--- src/rtl/mem_arbiter_if.sv ---
// mem_arbiter_if: one memory request/response channel, seen from either end.
interface mem_arbiter_if;
  logic req, we, gnt, rvalid, err;
  logic [31:0] addr, wdata, rdata;
  logic [3:0] be;
  modport master (output req, addr, we, be, wdata, input gnt, rvalid, rdata, err);
  modport slave (input req, addr, we, be, wdata, output gnt, rvalid, rdata, err);
endinterface

--- src/rtl/mem_arbiter.sv ---
// mem_arbiter: round-robin sharing of one slave port between two masters, one transaction in flight, with request timeout.
module mem_arbiter #(
  parameter int TIMEOUT = 15
) (
  input logic clk,
  input logic rst,
  mem_arbiter_if.slave m0,
  mem_arbiter_if.slave m1,
  mem_arbiter_if.master s
);
  typedef enum logic [2:0] {IDLE, REQ, RESP, ERR_GNT, ERR_RSP} state_t;
  localparam logic [7:0] LIMIT = 8'(TIMEOUT);
  state_t state, nxt;
  logic owner, last, pick, any_req, gnt_p, rsp_p;
  logic [7:0] cnt;
  logic [31:0] rdata;
  always_ff @(posedge clk) begin
    if (rst) begin
      state <= IDLE;
      owner <= 1'b0;
      last <= 1'b1;
      cnt <= '0;
    end else begin
      state <= nxt;
      if (state == IDLE && any_req) owner <= pick;
      if (state == REQ && nxt != REQ) last <= owner;
      cnt <= (state == REQ && nxt == REQ) ? cnt + 8'd1 : 8'd0;
    end
  end
  always_comb begin
    any_req = m0.req | m1.req;
    pick = (m0.req & m1.req) ? ~last : m1.req;
    nxt = state;
    case (state)
      IDLE: nxt = any_req ? REQ : IDLE;
      REQ: nxt = s.gnt ? RESP : (cnt >= LIMIT ? ERR_GNT : REQ);
      RESP: nxt = s.rvalid ? IDLE : RESP;
      ERR_GNT: nxt = ERR_RSP;
      default: nxt = IDLE;
    endcase
  end
  // Outputs are forced low while rst is held, before the state register has been cleared.
  assign gnt_p = !rst && ((state == REQ && s.gnt) || state == ERR_GNT);
  assign rsp_p = !rst && ((state == RESP && s.rvalid) || state == ERR_RSP);
  assign rdata = (rsp_p && state == RESP) ? s.rdata : '0;
  assign s.req = !rst && state == REQ && !s.gnt;
  assign s.addr = owner ? m1.addr : m0.addr;
  assign s.we = owner ? m1.we : m0.we;
  assign s.be = owner ? m1.be : m0.be;
  assign s.wdata = owner ? m1.wdata : m0.wdata;
  assign m0.gnt = gnt_p & ~owner;
  assign m1.gnt = gnt_p & owner;
  assign m0.rvalid = rsp_p & ~owner;
  assign m1.rvalid = rsp_p & owner;
  assign m0.rdata = rdata;
  assign m1.rdata = rdata;
  assign m0.err = rsp_p && state == ERR_RSP;
  assign m1.err = rsp_p && state == ERR_RSP;
endmodule

--- src/flat_wrapper.sv ---
// flat-port wrapper written by rule: the top's interface ports become plain ports
module mem_arbiter_flat 
#(
  parameter int TIMEOUT = 15
)
  (clk, rst, m0_req, m0_addr, m0_we, m0_be, m0_wdata, m0_gnt, m0_rvalid, m0_rdata, m0_err, m1_req, m1_addr, m1_we, m1_be, m1_wdata, m1_gnt, m1_rvalid, m1_rdata, m1_err, s_req, s_addr, s_we, s_be, s_wdata, s_gnt, s_rvalid, s_rdata, s_err);
  mem_arbiter_if m0_i ();
  mem_arbiter_if m1_i ();
  mem_arbiter_if s_i ();
  input logic clk;
  input logic rst;
  input wire logic [$bits(m0_i.req)-1:0] m0_req;
  input wire logic [$bits(m0_i.addr)-1:0] m0_addr;
  input wire logic [$bits(m0_i.we)-1:0] m0_we;
  input wire logic [$bits(m0_i.be)-1:0] m0_be;
  input wire logic [$bits(m0_i.wdata)-1:0] m0_wdata;
  output wire logic [$bits(m0_i.gnt)-1:0] m0_gnt;
  output wire logic [$bits(m0_i.rvalid)-1:0] m0_rvalid;
  output wire logic [$bits(m0_i.rdata)-1:0] m0_rdata;
  output wire logic [$bits(m0_i.err)-1:0] m0_err;
  input wire logic [$bits(m1_i.req)-1:0] m1_req;
  input wire logic [$bits(m1_i.addr)-1:0] m1_addr;
  input wire logic [$bits(m1_i.we)-1:0] m1_we;
  input wire logic [$bits(m1_i.be)-1:0] m1_be;
  input wire logic [$bits(m1_i.wdata)-1:0] m1_wdata;
  output wire logic [$bits(m1_i.gnt)-1:0] m1_gnt;
  output wire logic [$bits(m1_i.rvalid)-1:0] m1_rvalid;
  output wire logic [$bits(m1_i.rdata)-1:0] m1_rdata;
  output wire logic [$bits(m1_i.err)-1:0] m1_err;
  output wire logic [$bits(s_i.req)-1:0] s_req;
  output wire logic [$bits(s_i.addr)-1:0] s_addr;
  output wire logic [$bits(s_i.we)-1:0] s_we;
  output wire logic [$bits(s_i.be)-1:0] s_be;
  output wire logic [$bits(s_i.wdata)-1:0] s_wdata;
  input wire logic [$bits(s_i.gnt)-1:0] s_gnt;
  input wire logic [$bits(s_i.rvalid)-1:0] s_rvalid;
  input wire logic [$bits(s_i.rdata)-1:0] s_rdata;
  input wire logic [$bits(s_i.err)-1:0] s_err;
  assign m0_i.req = m0_req;
  assign m0_i.addr = m0_addr;
  assign m0_i.we = m0_we;
  assign m0_i.be = m0_be;
  assign m0_i.wdata = m0_wdata;
  assign m0_gnt = m0_i.gnt;
  assign m0_rvalid = m0_i.rvalid;
  assign m0_rdata = m0_i.rdata;
  assign m0_err = m0_i.err;
  assign m1_i.req = m1_req;
  assign m1_i.addr = m1_addr;
  assign m1_i.we = m1_we;
  assign m1_i.be = m1_be;
  assign m1_i.wdata = m1_wdata;
  assign m1_gnt = m1_i.gnt;
  assign m1_rvalid = m1_i.rvalid;
  assign m1_rdata = m1_i.rdata;
  assign m1_err = m1_i.err;
  assign s_req = s_i.req;
  assign s_addr = s_i.addr;
  assign s_we = s_i.we;
  assign s_be = s_i.be;
  assign s_wdata = s_i.wdata;
  assign s_i.gnt = s_gnt;
  assign s_i.rvalid = s_rvalid;
  assign s_i.rdata = s_rdata;
  assign s_i.err = s_err;
  mem_arbiter #(.TIMEOUT(TIMEOUT)) u_core (.clk(clk), .rst(rst), .m0(m0_i), .m1(m1_i), .s(s_i));
endmodule
--- config.mk ---
export PLATFORM = sky130hd
export DESIGN_NAME = mem_arbiter_flat
export DESIGN_NICKNAME = d
export VERILOG_FILES = /design/src/rtl/mem_arbiter_if.sv /design/src/rtl/mem_arbiter.sv /design/src/flat_wrapper.sv
export SDC_FILE = /design/constraint.sdc
export NUM_CORES = 1
export LEC_CHECK = 0
export ABC_AREA = 0
export BUFFER_PORTS_ARGS = -buffer_cell sky130_fd_sc_hd__buf_2
export CORE_AREA = 5 5 121 123
export CTS_CLUSTER_SIZE = 40
export DETAILED_ROUTE_END_ITERATION = 12
export DIE_AREA = 0 0 126 128
export PLACE_DENSITY_LB_ADDON = 0.2
export SLEW_MARGIN = 0
export SYNTH_ARGS = -nofsm -noshare
export SYNTH_HDL_FRONTEND = slang
export SYNTH_SLANG_ARGS = --single-unit
export TNS_END_PERCENT = 10
--- constraint.sdc ---
create_clock -name clk -period 3.9 [get_ports clk]
set_input_delay 0.78 -clock clk [delete_from_list [all_inputs] [get_ports clk]]
set_output_delay 0.78 -clock clk [all_outputs]
set_load 0.005 [all_outputs]
==> parameters.txt, run 1 <==
Parameter                              Value

Power and ir drop
  Peak supply drop    0.0001177 V
  Leakage power total    1.957 nW
  Switching power    0.1993 mW
  Logic pwr share    47.7%
  Total power    0.6759 mW
  Internal power contribution    0.4766 mW
  Sequential group share of total power    23.8%
  Clock share of power    28.4%
  Pwr per Cell Area    196.2 nW/µm²
  Switching power as a share of total power    29.49%

Critical path
  Critical path buffers and inverters    2
  Crit path max-delay cell type    dfxtp_2
  Start point of the critical path    u_core.owner
  Delay of the slowest cell on the worst path    0.91 ns
  Worst-path maximum fanout    36
  Element type at the critical path end    primary output
  Data arrival time of the critical path    about 2 ns
  Critical path launch point type    flip-flop
  Startpoint of the most critical register-to-register path    u_core.state[0]
  Kind of cell adding the most delay to the critical path    flip-flops
  Endpoint required time on the critical path    3.12 ns
  List of cells traversed by the critical path    inv_1, a2111oi_0, buf_2
  Setup CP Type    reg -> out

Timing
  Crit path time final    about 2.8 ns
  Final number of setup-violating endpoints    0
  Worst Tran Pin Value    a little over 0.9 ns
  Period Utilization, post-route    71.39%
  Post-route setup TNS    0 ns
  Unrepaired setup endpoints after global routing    false
  Max frequency    approximately 360 MHz
  Total count of hold-check failures in the final report    0
  Relative max-transition margin    37.94%
  Count of final max-slew check failures    0
  Largest clock skew in the final design    approximately 0.0021 ns

Routing
  Via count    ~2500
  DR WL/cell    15.67 µm
  Starting DRC count in detailed routing    59
  Remaining DRCs    0
  Antenna Nets Post-Route    0
  Drt total wl    10370 µm
  Number of iterations in the first detailed-routing pass    4
  Mean number of vias per cell    3.799

Placement
  Total of buffers placed on input and output ports    315
  Routability congestion estimate    0.8663
  Placed wire-length estimate    9456 µm

Global routing
  Number of antenna violations at the first check in global routing    0
  Via count of the first global-routing pass    between 2000 and 2500
  Total routing usage reported by global routing    between 10 and 15%
  Pin count of the biggest net entering global routing    38
  Wire length of the first global-routing pass    14330 µm
  Total gr overflow    0

Clocking
  Clock buffers created by TritonCTS    3
  Cts-stage hold buffer count    0
  Post-CTS Resized    0
  TritonCTS clock tree    yes
  H-tree levels    1
  Number of buffers on the longest clock path    2
  Register clock-pin slew on the reported worst setup and hold paths    0.04 ns
  Root Buffer Master    clkbuf_16
  Sink Count    13
  Clock insertion delay at the later pin of the skew report    0.24 ns
  Post-CTS Setup Inserts    0

Final layout
  Share of layout cells above drive strength 1    between 80% and 90%
  Total number of nets in the final design    661
  Filler cell count    about 1500
  Synth-to-Final Area Change    89.73%
  Number of diodes    0
  Sequential cell area    261.5 µm²
  Area of combinational cells with multiple inputs    ~1300 µm²

Die
  Starting utilization of the core area    13.39%
  Die Outline Area    16130 µm²
  Number of top-level pins    317
  Overall die height    128 µm
  Core Area    13560 µm²
  Die outline width    126 µm
  Number of placement rows    43

Worst hold path
  Path class of the lowest-slack min-delay path    reg -> reg
  Hold Startpoint    u_core.last

Synth
  Proportion of netlist area held by the largest area contributor    42.80%
  Synth Instances    204
  Post-synthesis sequential element count    13
  Number of warnings printed during yosys synthesis    0
  Summed instance area of the synthesized netlist    about 1800 µm²
  Largest area contributor in the netlist    mux2_2
  Syn avg cell area    8.899 µm²
  Leading cell types by total area after synthesis    mux2_2 43%, dfxtp_1 14%, buf_4 14%, and2_1 11%, clkbuf_1 2.7%
  Number of distinct library cells after synthesis    30
  Fraction of the yosys area taken by sequential cells    14.33%

Run status
  Run status    finished clean

Flow run
  Number of max-cap violations    0
[synth_stat cells]
cell type	number
xnor2_1	1
buf_4	33
a221o_1	1
dfxtp_1	13
nand2b_1	1
clkbuf_1	13
mux2_2	69
o31ai_1	1
and3_1	2
a21oi_1	4
or4b_4	1
nor3b_2	1
o21ai_0	1
or3b_4	1
a21o_1	1
nand3b_1	1
a31o_2	1
nor2_1	5
inv_1	3
nor3_1	5
a2111oi_0	2
nand3_1	3
or4b_2	1
and2_1	32
nand2_1	2
ha_1	1
nand4b_1	1
nor4_1	2
o211ai_1	1
conb_1	1
[cells in the final DEF (no fill, tap or decap), types with 2 or more instances in the layout]
cell and count:
conb_1 4, nor3_1 4, buf_2 315, clkbuf_16 3, and3_1 2, nor4_1 2, and2_1 32, inv_1 3
nand3_1 3, a2111oi_0 2, mux2_2 69, nor2_1 5, dfxtp_1 12, a21oi_1 4, nand2_1 2
[flip-flops by register name, indices dropped and copies added, names as in the netlist]
| signal | flops |
|---|---|
| u_core.cnt | 8 |
| u_core.owner | 1 |
| u_core.state | 3 |
| u_core.last | 1 |
[area by class of cell]
| type | count | area share, % |
|---|---|---|
| inverter | 3 | 0.3269 |
| tap | 180 | 6.538 |
| timing repair buffer | 317 | 46.57 |
| clock buffer | 4 | 2.288 |
| multi-input combinational | 145 | 36.69 |
| sequential | 13 | 7.592 |
[routing by layer]
layer | track usage [%] | vias up | share of wire [%]
met2 | 20.59 | 181 | 52
met5 | 0 | - | 0
met4 | 1.956 | 0 | 0.94
met3 | 3.292 | 6 | 10
li1 | - | 1230 | -
met1 | 13.30 | 1098 | 37
[final timing paths]
kind                   endpoint  slack, ns  depth (start not counted)
hold reg to reg     u_core.last       0.49                          1
setup reg to reg  u_core.cnt[1]       2.18                          3
hold / removal      u_core.last       0.49                          1
setup / recovery      m1_rvalid       1.12                          3
[cell families (layout without fill, tap and decap cells)]
family                     Yosys count  count (layout)  share of synthesized area (%)
and+or+nand+nor                     58              58                          19.92
DFF                                 13              13                          14.33
buffers and inverters               49             324                          16.95
other                                1               4                         0.2066
adders and majority gates            1               1                         0.6891
AOI/OAI and AO/OA                   12              12                          4.618
xor gates and xnor gates             1               1                         0.4825
muxes                               69              69                          42.80
[power by group through the flow]
stage | logic, mW | registers, mW | clock network [mW]
finish | 0.323 | 0.161 | 0.192
floorplan | 0.154 | 0.146 | 0
global route | 0.352 | 0.164 | 0.206
global placement | 0.327 | 0.163 | 0
detailed placement | 0.328 | 0.164 | 0
CTS | 0.330 | 0.162 | 0.198
[through the flow]
stage | setup WS (ns) | util (%) | std cells | hold slack, ns | cell area (µm²)
finish | 1.116 | 25.41 | 662 | 0.4887 | 3445
global route | 0.8695 | 25.41 | 662 | 0.5116 | 3445
CTS | 1.045 | 25.41 | 662 | 0.4915 | 3445
detailed placement | 1.247 | 24.82 | 658 | 0.4773 | 3366
global placement | 1.298 | 24.82 | 658 | 0.4716 | 3366
floorplan | 1.337 | - | 207 | 0.4493 | 1827
Power figures use the tool's default switching activity.
==> run 2: changes to the inputs <==
==> constraint.sdc (replaced) <==
create_clock -name clk -period 2.45 [get_ports clk]
set_input_delay 0.49 -clock clk [delete_from_list [all_inputs] [get_ports clk]]
set_output_delay 0.49 -clock clk [all_outputs]
set_load 0.005 [all_outputs]
==> run 2 against run 1 <==
- critical path depth did not move
- via count rose by 0.80%
- sequential share of layout area barely moved
- first-iteration DRC count fell by 24%
- count of clock-buffer cells in the layout fell by 1
- clock skew fell by 0.00065 ns
- core utilization rose by 0.065 points
- largest cell class unchanged
- largest power group unchanged
- highest routed layer unchanged
==> parameters.txt, run 2 (synthesis gave the netlist of run 1 again) <==
Parameter                              Value

Placement
  Total of buffers placed on input and output ports    315 (unchanged)
  Placed wire-length estimate    9374 µm (was 9456 µm)
  Placed Area    3373 µm² (was 3366 µm²)
  Routability congestion estimate    0.8466 (was 0.8663)
  Cell total after placement    659 (was 658)
  DP Worst Slack    0.3876 ns (was 1.247 ns)

Power and ir drop
  Peak supply drop    0.0001630 V (was 0.0001177 V)
  Leakage power total    1.965 nW (was 1.957 nW)
  Total power    1.073 mW (was 0.6759 mW)
  Pwr per Cell Area    310.8 nW/µm² (was 196.2 nW/µm²)

Timing
  Largest clock skew in the final design    0.001446 ns (was 0.002100 ns)
  Post-route setup TNS    0 ns (unchanged)
  Unrepaired setup endpoints after global routing    false (unchanged)
  Total count of hold-check failures in the final report    0 (unchanged)
  Max frequency    slightly below 500 MHz
  Period Utilization, post-route    roughly 84%
  Final number of setup-violating endpoints    0 (unchanged)
  Crit path time final    2.068 ns
  Worst setup margin    0.3822 ns (was 1.116 ns)
  Min Hold Slack    0.4907 ns (was 0.4887 ns)
  Worst Tran Pin Value    0.5181 ns (was 0.9310 ns)
  Count of final max-slew check failures    0 (unchanged)
  Relative max-transition margin    64.56% (was 37.94%)

Final layout
  Filler-free cell count of the finished design    663 (was 662)
  Total number of nets in the final design    662 (was 661)
  Share of layout cells above drive strength 1    82.40% (was 82.16%)
  Biggest register    u_core.cnt (unchanged)
  Synth-to-Final Area Change    90.21% (was 89.73%)
  Number of diodes    0 (unchanged)
  Max reg flops    8 (unchanged)
  Core Util, Final    25.47% (was 25.41%)
  Top library cells by usage in the layout, fill and taps aside    315 x buf_2, 69 x mux2_2, 32 x and2_1, 12 x dfxtp_1, 5 x nor2_1 (unchanged)
  Biggest registers after layout    u_core.cnt x8, u_core.state x3 (unchanged)
  Most common cell after layout, fill and taps aside    buf_2 (unchanged)
  Cell area after layout    3453 µm² (was 3445 µm²)

Die
  Die outline width    126 µm (unchanged)
  Number of placement rows    43 (unchanged)
  Overall die height    128 µm (unchanged)
  Starting utilization of the core area    13.39% (unchanged)
  Die Outline Area    16130 µm² (unchanged)
  Number of top-level pins    317 (unchanged)
  Core Area    13560 µm² (unchanged)

Clocking
  Root Buffer Master    clkbuf_16 (unchanged)
  Number of buffers on the longest clock path    2 (unchanged)
  Sink Count    13 (unchanged)
  H-tree levels    1 (unchanged)
  Post-CTS Resized    0 (unchanged)
  Clock buffers created by TritonCTS    3 (unchanged)
  Register clock-pin slew on the reported worst setup and hold paths    0.04 ns (about the same)
  Post-CTS Setup Inserts    0 (unchanged)
  TritonCTS clock tree    yes (unchanged)
  Cts-stage hold buffer count    0 (unchanged)
  Clock insertion delay at the later pin of the skew report    0.24 ns (about the same)

Critical path
  List of cells traversed by the critical path    nand3b_1, a2111oi_0, buf_2 (was inv_1, a2111oi_0, buf_2)
  Length in cells of the worst reg-to-reg path    3 (unchanged)
  Startpoint of the most critical register-to-register path    u_core.state[0] (unchanged)
  Worst-path maximum fanout    8 (was 36)
  Critical path buffers and inverters    1 (was 2)
  Critical path launch point type    flip-flop (unchanged)
  Worst reg-to-reg setup slack    0.72 ns (was 2.18 ns)
  Setup CP Type    reg -> out (unchanged)
  Data arrival time of the critical path    1.58 ns (was 2.00 ns)
  Delay of the slowest cell on the worst path    0.53 ns (was 0.91 ns)
  Endpoint required time on the critical path    1.96 ns (was 3.12 ns)
  Endpoint of the most critical register-to-register path    u_core.cnt[1] (unchanged)
  Kind of cell adding the most delay to the critical path    compound AO/OA/AOI/OAI gates (was flip-flops)
  Element type at the critical path end    primary output (unchanged)
  Crit path max-delay cell type    a2111oi_0 (was dfxtp_2)

Routing
  Via count    2535 (was 2515)
  DR WL/cell    15.45 µm (was 15.67 µm)
  Starting DRC count in detailed routing    45 (was 59)
  Antenna Nets Post-Route    0 (unchanged)
  Drt total wl    10240 µm (was 10370 µm)
  Remaining DRCs    0 (unchanged)
  Number of iterations in the first detailed-routing pass    4 (unchanged)
  Mean number of vias per cell    3.824 (was 3.799)

Worst hold path
  Endpoint of the worst hold path    u_core.cnt[0] (was u_core.last)
  Path class of the lowest-slack min-delay path    reg -> reg (unchanged)
  Hold path cells    1 (unchanged)
  Hold Startpoint    u_core.cnt[0] (was u_core.last)

Global routing
  Number of antenna violations at the first check in global routing    0 (unchanged)
  Met2 layer usage reported by global route    20.69% (was 20.59%)
  Layer with the highest usage after global routing    met2 (unchanged)
  Routing usage on met1    12.88% (was 13.30%)
  Via count of the first global-routing pass    2453 (was 2499)
  Total routing usage reported by global routing    11.03% (was 11.30%)
  Global-route track usage on met3    3.250% (was 3.292%)
  Total gr overflow    0 (unchanged)
  Pin count of the biggest net entering global routing    47 (was 38)
  Wire length of the first global-routing pass    14050 µm (was 14330 µm)

Run status
  Run status    finished clean (unchanged)

Flow run
  Number of max-cap violations    0 (unchanged)
[run 2: changes by cell type in the layout (fill, tap and decap cells not counted), sizes merged]
| cell | before | now |
|---|---|---|
| buf | 317 | 318 |
| clkbuf | 4 | 3 |
| clkinv | 0 | 1 |
[run 2: routing by layer]
metal	routed length (µm)	vias to the layer above	part of all wire (%)
met5	0	-	0
met1	3731	1108	36
met2	5322	188	52
met3	1165	2	11
met4	22	0	0.21
li1	-	1237	-
[run 2: layout make-up]
type	instances	area [µm²]
well taps	180	225.2
multi-input cells	145	1264
fillers	1523	10100
repair buffers	318	1612
clock inverters	1	5.005
clock buffers	3	75.07
flip-flops and latches	13	261.5
inverters	3	11.26
[run 2: how the worst max path moves through the flow]
| stage | startpoint | end | depth (start not counted) |
|---|---|---|---|
| 3_5_place_dp | s_rvalid | m0_rvalid | 4 |
| 6_report | u_core.state[1] | m0_rvalid | 3 |
| 3_3_place_gp | s_rvalid | m0_rvalid | 4 |
| 5_1_grt | u_core.state[1] | m0_rvalid | 3 |
| 2_1_floorplan | rst | m1_rdata[10] | 5 |
| 4_1_cts | u_core.state[1] | m0_rvalid | 3 |
[run 2: worst register-to-register path: cells and delay by family, from the launching register on]
family | cells | cell delay [ns]
flip-flops | 1 | 0.52
AND/OR/NAND/NOR | 3 | 1.15
[run 2: report_power, final]
group | internal (mW) | switching, mW | total (mW)
Clock | 0.217 | 0.0866 | 0.303
Combinational | 0.317 | 0.215 | 0.532
Sequential | 0.224 | 0.0139 | 0.238
